[src/rtl/rv_mem_arbiter_if.sv]
// rv_mem_arbiter_if: requester and memory-side bus bundle for rv_mem_arbiter.
// The slave modport is the arbiter's view. The master modport is the view of
// the requesters plus the memory.
interface rv_mem_arbiter_if #(
    parameter int NREQ = 3,
    parameter int AW   = 32
);
    logic [NREQ-1:0]      req;
    logic [NREQ*AW-1:0]   req_addr;
    logic [NREQ*32-1:0]   req_wdata;
    logic [NREQ*4-1:0]    req_we;
    logic [NREQ-1:0]      gnt;
    logic [NREQ-1:0]      rvalid;
    logic [31:0]          rdata;
    logic                 mem_en;
    logic [AW-1:0]        mem_addr;
    logic [31:0]          mem_d;
    logic [3:0]           mem_we;
    logic [31:0]          mem_q;

    modport slave (
        input  req, req_addr, req_wdata, req_we, mem_q,
        output gnt, rvalid, rdata, mem_en, mem_addr, mem_d, mem_we
    );

    modport master (
        output req, req_addr, req_wdata, req_we, mem_q,
        input  gnt, rvalid, rdata, mem_en, mem_addr, mem_d, mem_we
    );
endinterface

[src/rtl/rv_mem_arbiter.sv]
// rv_mem_arbiter: round-robin arbiter sharing one byte-writable synchronous
// RAM between NREQ requesters. Each owner gets at most MAX_BURST back-to-back
// grants while another port is waiting. Read data returns one cycle after the
// grant, and rvalid is asserted only to the port that issued the read.
// Optional build macro ARB_STATS_EN adds a saturating per-port stall counter
// output, stall_cnt.
module rv_mem_arbiter #(
    parameter int NREQ      = 3,
    parameter int AW        = 32,
    parameter int MAX_BURST = 4
) (
    input  logic                 clk,
    input  logic                 rst,
    rv_mem_arbiter_if.slave      bus
`ifdef ARB_STATS_EN
    ,
    output logic [NREQ*16-1:0]   stall_cnt
`endif
);

    localparam int          IW     = (NREQ > 1) ? $clog2(NREQ) : 1;
    localparam logic [3:0]  MAX_B4 = 4'(MAX_BURST);

    logic [IW-1:0]   last_r;
    logic [3:0]      burst_cnt_r;
    logic [NREQ-1:0] rd_owner_r;

    logic [NREQ-1:0] others_s;
    logic            keep_s;
    logic            found_s;
    logic [IW-1:0]   pick_s;
    logic            any_s;
    logic [IW-1:0]   g_s;
    logic [NREQ-1:0] gnt_s;
    logic [AW-1:0]   addr_g_s;
    logic [AW-1:0]   mem_addr_s;
    logic [31:0]     mem_d_s;
    logic [3:0]      mem_we_s;
    logic [3:0]      burst_inc_s;

    // One-hot decode of a port index
    function automatic logic [NREQ-1:0] onehot(input logic [IW-1:0] idx);
        logic [NREQ-1:0] v;
        v      = {NREQ{1'b0}};
        v[idx] = 1'b1;
        return v;
    endfunction

    // Arbitration decision and memory-side mux for the current cycle.
    // A zero burst_cnt means the previous cycle had no grant, so the ownership
    // chain is broken and rotation resumes after last. This is why port 0 wins
    // first out of reset.
    always_comb begin
        int unsigned idx_v;
        logic        hit_v;
        others_s = bus.req & ~onehot(last_r);
        keep_s   = bus.req[last_r] && (burst_cnt_r != 4'd0) &&
                   ((burst_cnt_r < MAX_B4) || (others_s == {NREQ{1'b0}}));
        found_s  = 1'b0;
        pick_s   = last_r;
        for (int k = 1; k <= NREQ; k++) begin
            idx_v   = (int'(last_r) + k) % NREQ;
            hit_v   = !found_s && bus.req[idx_v];
            pick_s  = hit_v ? IW'(idx_v) : pick_s;
            found_s = found_s | hit_v;
        end

        if (keep_s) begin
            any_s = 1'b1;
            g_s   = last_r;
        end else if (found_s) begin
            any_s = 1'b1;
            g_s   = pick_s;
        end else begin
            any_s = 1'b0;
            g_s   = last_r;
        end

        addr_g_s = bus.req_addr[int'(g_s)*AW +: AW];
        if (any_s) begin
            gnt_s      = onehot(g_s);
            mem_addr_s = {addr_g_s[AW-1:2], 2'b00};
            mem_d_s    = bus.req_wdata[int'(g_s)*32 +: 32];
            mem_we_s   = bus.req_we[int'(g_s)*4 +: 4];
        end else begin
            gnt_s      = {NREQ{1'b0}};
            mem_addr_s = {AW{1'b0}};
            mem_d_s    = 32'h0000_0000;
            mem_we_s   = 4'b0000;
        end

        burst_inc_s = (burst_cnt_r >= MAX_B4) ? MAX_B4 : (burst_cnt_r + 4'd1);
    end

    // Arbitration history and read-return ownership
    always_ff @(posedge clk or posedge rst) begin
        if (rst) begin
            last_r      <= IW'(NREQ - 1);
            burst_cnt_r <= 4'd0;
            rd_owner_r  <= {NREQ{1'b0}};
        end else begin
            if (any_s) begin
                last_r      <= g_s;
                burst_cnt_r <= (g_s == last_r) ? burst_inc_s : 4'd1;
            end else begin
                last_r      <= last_r;
                burst_cnt_r <= 4'd0;
            end
            rd_owner_r <= (mem_we_s == 4'b0000) ? gnt_s : {NREQ{1'b0}};
        end
    end

    assign bus.gnt      = gnt_s;
    assign bus.rvalid   = rd_owner_r;
    assign bus.rdata    = bus.mem_q;
    assign bus.mem_en   = any_s;
    assign bus.mem_addr = mem_addr_s;
    assign bus.mem_d    = mem_d_s;
    assign bus.mem_we   = mem_we_s;

`ifdef ARB_STATS_EN
    for (genvar gi = 0; gi < NREQ; gi++) begin : g_stall
        logic [15:0] cnt_r;

        // Count cycles this port waits with a pending request; saturates
        always_ff @(posedge clk or posedge rst) begin
            if (rst) begin
                cnt_r <= 16'h0000;
            end else if (bus.req[gi] && !gnt_s[gi] && (cnt_r != 16'hFFFF)) begin
                cnt_r <= cnt_r + 16'd1;
            end else begin
                cnt_r <= cnt_r;
            end
        end

        assign stall_cnt[gi*16 +: 16] = cnt_r;
    end
`endif

endmodule

[src/flat_wrapper.sv]
// flat-port wrapper written by rule: the top's interface ports become plain ports
module rv_mem_arbiter_flat 
#(
    parameter int NREQ      = 3,
    parameter int AW        = 32,
    parameter int MAX_BURST = 4
)
  (clk, rst, bus_req, bus_req_addr, bus_req_wdata, bus_req_we, bus_mem_q, bus_gnt, bus_rvalid, bus_rdata, bus_mem_en, bus_mem_addr, bus_mem_d, bus_mem_we);
  rv_mem_arbiter_if #(.NREQ(NREQ), .AW(AW)) bus_i ();
  input  logic clk;
  input  logic rst;
  input wire logic [$bits(bus_i.req)-1:0] bus_req;
  input wire logic [$bits(bus_i.req_addr)-1:0] bus_req_addr;
  input wire logic [$bits(bus_i.req_wdata)-1:0] bus_req_wdata;
  input wire logic [$bits(bus_i.req_we)-1:0] bus_req_we;
  input wire logic [$bits(bus_i.mem_q)-1:0] bus_mem_q;
  output wire logic [$bits(bus_i.gnt)-1:0] bus_gnt;
  output wire logic [$bits(bus_i.rvalid)-1:0] bus_rvalid;
  output wire logic [$bits(bus_i.rdata)-1:0] bus_rdata;
  output wire logic [$bits(bus_i.mem_en)-1:0] bus_mem_en;
  output wire logic [$bits(bus_i.mem_addr)-1:0] bus_mem_addr;
  output wire logic [$bits(bus_i.mem_d)-1:0] bus_mem_d;
  output wire logic [$bits(bus_i.mem_we)-1:0] bus_mem_we;
  assign bus_i.req = bus_req;
  assign bus_i.req_addr = bus_req_addr;
  assign bus_i.req_wdata = bus_req_wdata;
  assign bus_i.req_we = bus_req_we;
  assign bus_i.mem_q = bus_mem_q;
  assign bus_gnt = bus_i.gnt;
  assign bus_rvalid = bus_i.rvalid;
  assign bus_rdata = bus_i.rdata;
  assign bus_mem_en = bus_i.mem_en;
  assign bus_mem_addr = bus_i.mem_addr;
  assign bus_mem_d = bus_i.mem_d;
  assign bus_mem_we = bus_i.mem_we;
  rv_mem_arbiter #(.NREQ(NREQ), .AW(AW), .MAX_BURST(MAX_BURST)) u_core (.clk(clk), .rst(rst), .bus(bus_i));
endmodule
[config.mk]
export PLATFORM = sky130hd
export DESIGN_NAME = rv_mem_arbiter_flat
export DESIGN_NICKNAME = d
export VERILOG_FILES = /design/src/rtl/rv_mem_arbiter_if.sv /design/src/rtl/rv_mem_arbiter.sv /design/src/flat_wrapper.sv
export SDC_FILE = /design/constraint.sdc
export NUM_CORES = 1
export LEC_CHECK = 0
export BUFFER_PORTS_ARGS = -buffer_cell sky130_fd_sc_hd__clkbuf_2
export CAP_MARGIN = 20
export CORE_AREA = 2 2 136 138
export CTS_CLUSTER_DIAMETER = 50
export CTS_CLUSTER_SIZE = 25
export DETAILED_ROUTE_END_ITERATION = 16
export DIE_AREA = 0 0 138 140
export PLACE_DENSITY = 0.51
export SLEW_MARGIN = 20
export SYNTH_ARGS = -nofsm -noshare
export SYNTH_HDL_FRONTEND = slang
export SYNTH_SLANG_ARGS = --single-unit
[constraint.sdc]
create_clock -name clk -period 6 [get_ports clk]
set_clock_uncertainty 0.1 [all_clocks]
set_input_delay 1.2 -clock clk [delete_from_list [all_inputs] [get_ports clk]]
set_output_delay 1.2 -clock clk [all_outputs]
set_load 0.01 [all_outputs]
==> results.md <==
* Setup TNS at 0 ns
* Commonest non-fill, non-tap cell in the layout: clkbuf_2
* Final setup fails at 0
* PwrDens at 822 nW/um^2
* Die ar. at around 19000 um^2
* Total grt overflow at 0
* Register area share after synthesis at around 11%
* Final min period at 5.43 ns
* DR vias/cell at ~4.3
* Crit-path cells: inv_1, ha_1, mux2_2, a222oi_1, a211oi_1, mux2i_1, inv_2, buf_12, a222oi_1, inv_1, clkbuf_2
* N_diodes at 0
* Critical-path top delay cell: dfstp_2
* Crit path buffers/inverters at 5
* Layout fillers at slightly above 2000
* Row count at roughly 50
* Worst Path Arrival at 4.13 ns
* Global-route usage over all layers at 10.7%
* Initial antenna violation count at 2
* Slowest stage delay, CP at around 0.63 ns
* VDD IR max at between 0.4 and 0.5 mV
* Clock Latency Late Sink at 0.23 ns
* Largest net degree at the start of global routing at ~40
* H-tree Lvls at 1
* Synth Register Bits at 9
* Die Y at about 140 um
* Seq pwr share at roughly 3.8%
* RSZ-0062 raised after global routing: false
* Fmax at between 0.15 and 0.2 GHz
* Setup CP Type: flop to output port
* Critical Path Start Type: flop
* Status: finished clean
* Vias in the first global route at 3078
* Combinational share of power at 92.2%
* Cell family with most CP delay: compound AO/OA/AOI/OAI gates
* Part of the power in the clock network at under 10%
* Relative slew slack at a little over half
* Yosys warns at 0
* Hpwl dp at around 9600 um
* Hold_buf cts at 0
* Hold Path Class: flop to flop
* Chip width at 138 um
* Mapped Area at ~2100 um^2
* Core area at 17800 um^2
* Post-CTS Repair Setup Buffers at 0
* First-pass GRT wire length at between 15000 and 20000 um
* Layout cells sized above 1 at 56.8%
* Fin Hold WS at 0.421 ns
* Clock Path Buffers at 2
* Total vias in the final route at ~3200
* P_sw at about 0.0016 W
* Req. time, crit path at 4.70 ns
* Final Hold Viols at 0
* I/O pins at 348
* Clock sink total at 9
* Mapped Cells at ~280
* Post-synth EDFFs at 0
* P_int at 0.00126 W
* Drt total wl at about 11000 um
* Residual DRC at 0
* FF-to-FF path depth at 9
* DRT Pass-1 Iters at 8
* CTS resizes at 0
* CP max FO at 37
* Distinct cells, synth at 44
* Final nets at approximately 760
* Total CTS buffers at 3
* Final core occ at between 10% and 20%
* Max cap viols at 0
* Root buffer cell: clkbuf_16
* RD Place Congestion at about 0.78
* WL/cell at 15.4 um
* HP Start: u_core.burst_cnt_r[0]$_DFF_PP0_
* Main synth FF type: dfrtp_1
* Critical path depth in cells at 11
* Reg2Reg Launch Point: u_core.last_r[1]$_DFFE_PP1P_
* Worst setup EP type: output port
* CTS tree: done
* Leak Pwr at about 2.2 nW
* Crit path launch: u_core.last_r[1]$_DFFE_PP1P_
* PortBufs at ~280
* Initial Utilization at 11.8%
* Clk slew on worst S/H paths at around 0.04 ns
* Ys async rst share at 100%
* Iter 0 DRT Violations at roughly 420
* Pins over their slew limit at 0
* Area Growth Syn to Fin at 67.7%
* Commonest non-fill, non-tap cells in the layout: clkbuf_2 (275), inv_1 (74), a222oi_1 (67)
* Slew @ Worst Pin at a little under 0.7 ns
* Worst Hold Depth at 1
* Mapped Avg Cell Area at roughly 7.4 um^2
* Switching Fraction at between 50% and 60%
* Antenna-violating nets left at 0
* Final Cycle Share at slightly above 90%
[Yosys cell counts (2+ instances only)]
cell	instances	area share (%)
a211o_1	2	0.83
a211oi_1	3	1.1
a21oi_1	2	0.48
a222oi_1	67	32
a31o_1	2	0.83
and2_1	3	0.89
and4_1	2	0.83
buf_2	9	2.1
buf_4	34	12
buf_6	3	1.6
clkbuf_1	12	2.1
dfrtp_1	8	9.5
ha_1	7	4.2
inv_1	74	13
mux2_2	2	1.1
mux2i_1	2	0.95
nand2_1	7	1.3
nand2b_1	6	1.8
nor2_1	7	1.3
nor2b_1	2	0.60
nor4_1	3	0.89
o21ai_0	3	0.72
o22ai_1	2	0.60
xnor2_1	2	0.83
[worst reg2reg max path, cell delays in order (launching register included)]
cell,delay (ns)
dfstp_2,0.63
inv_1,0.16
ha_1,0.44
mux2_2,0.36
a222oi_1,0.57
a211o_1,0.34
a31o_2,0.21
buf_4,0.37
o21ai_0,0.27
and4_1,0.24
[layout make-up]
cell class / count / area [um^2] / area share, %
inverter: 75 / 282 / 8.00
clock buffer: 4 / 78.8 / 2.24
sequential: 9 / 226 / 6.44
tap: 229 / 287 / 8.14
timing repair buffer: 280 / 1430 / 40.5
multi-input combinational: 144 / 1220 / 34.6
[worst paths after layout]
path	endpoint	slack (ns)
worst max-delay path	bus_mem_d[23]	0.57
max in group asynchronous	u_core.last_r[1]$_DFFE_PP1P_	4.70
worst min register to register	u_core.burst_cnt_r[0]$_DFF_PP0_	0.42
worst min-delay path	u_core.burst_cnt_r[0]$_DFF_PP0_	0.42
worst max register to register	u_core.bus.rvalid[0]$_DFF_PP0_	2.18
min in group asynchronous	u_core.burst_cnt_r[0]$_DFF_PP0_	0.80
[cell families (layout without fill, tap and decap cells)]
group                      after synthesis  count (layout)  synth area share [%]
buffers and inverters                  133             359                  31.5
muxes                                    4               4                  2.03
xor gates and xnor gates                 2               2                 0.835
other                                    1               3                 0.179
AOI/OAI and AO/OA                       91              91                  40.5
and+or+nand+nor                         37              37                  9.96
DFF                                      9               9                  10.8
adders and majority gates                7               7                  4.17
[metrics by stage]
stage	setup slack (ns)	area [um^2]	power, W	cells
finish	0.569	3520	0.00289	741
global route	0.208	3520	0.00318	741
floorplan	1.43	2110	0.00185	286
CTS	0.589	3520	0.00292	741
detailed placement	0.770	3440	0.00279	737
global placement	0.780	3440	0.00281	737
[registers in the layout, indices dropped and copies added, names as in the netlist]
name,flops
u_core.last_r,2
u_core.burst_cnt_r,4
u_core.bus.rvalid,3
[power by group through the flow]
stage / registers [W] / clock network [W] / logic (W)
after floorplan: 0.0000963 / 0 / 0.00175
after global placement: 0.000110 / 0 / 0.00270
after detailed placement: 0.000110 / 0 / 0.00268
after CTS: 0.000109 / 0.000120 / 0.00269
after global routing: 0.000113 / 0.000123 / 0.00295
final: 0.000110 / 0.000115 / 0.00267
[routing by layer]
layer	vias up	global-route usage, %	share of wire, %	wire length, um
li1	1509	-	-	-
met1	1514	13.6	41	4670
met2	170	18.8	50	5660
met3	22	2.05	7.5	851
met4	4	2.36	1.7	195
met5	-	0	0.24	27
Note: power is estimated with default switching activity, not from simulation.
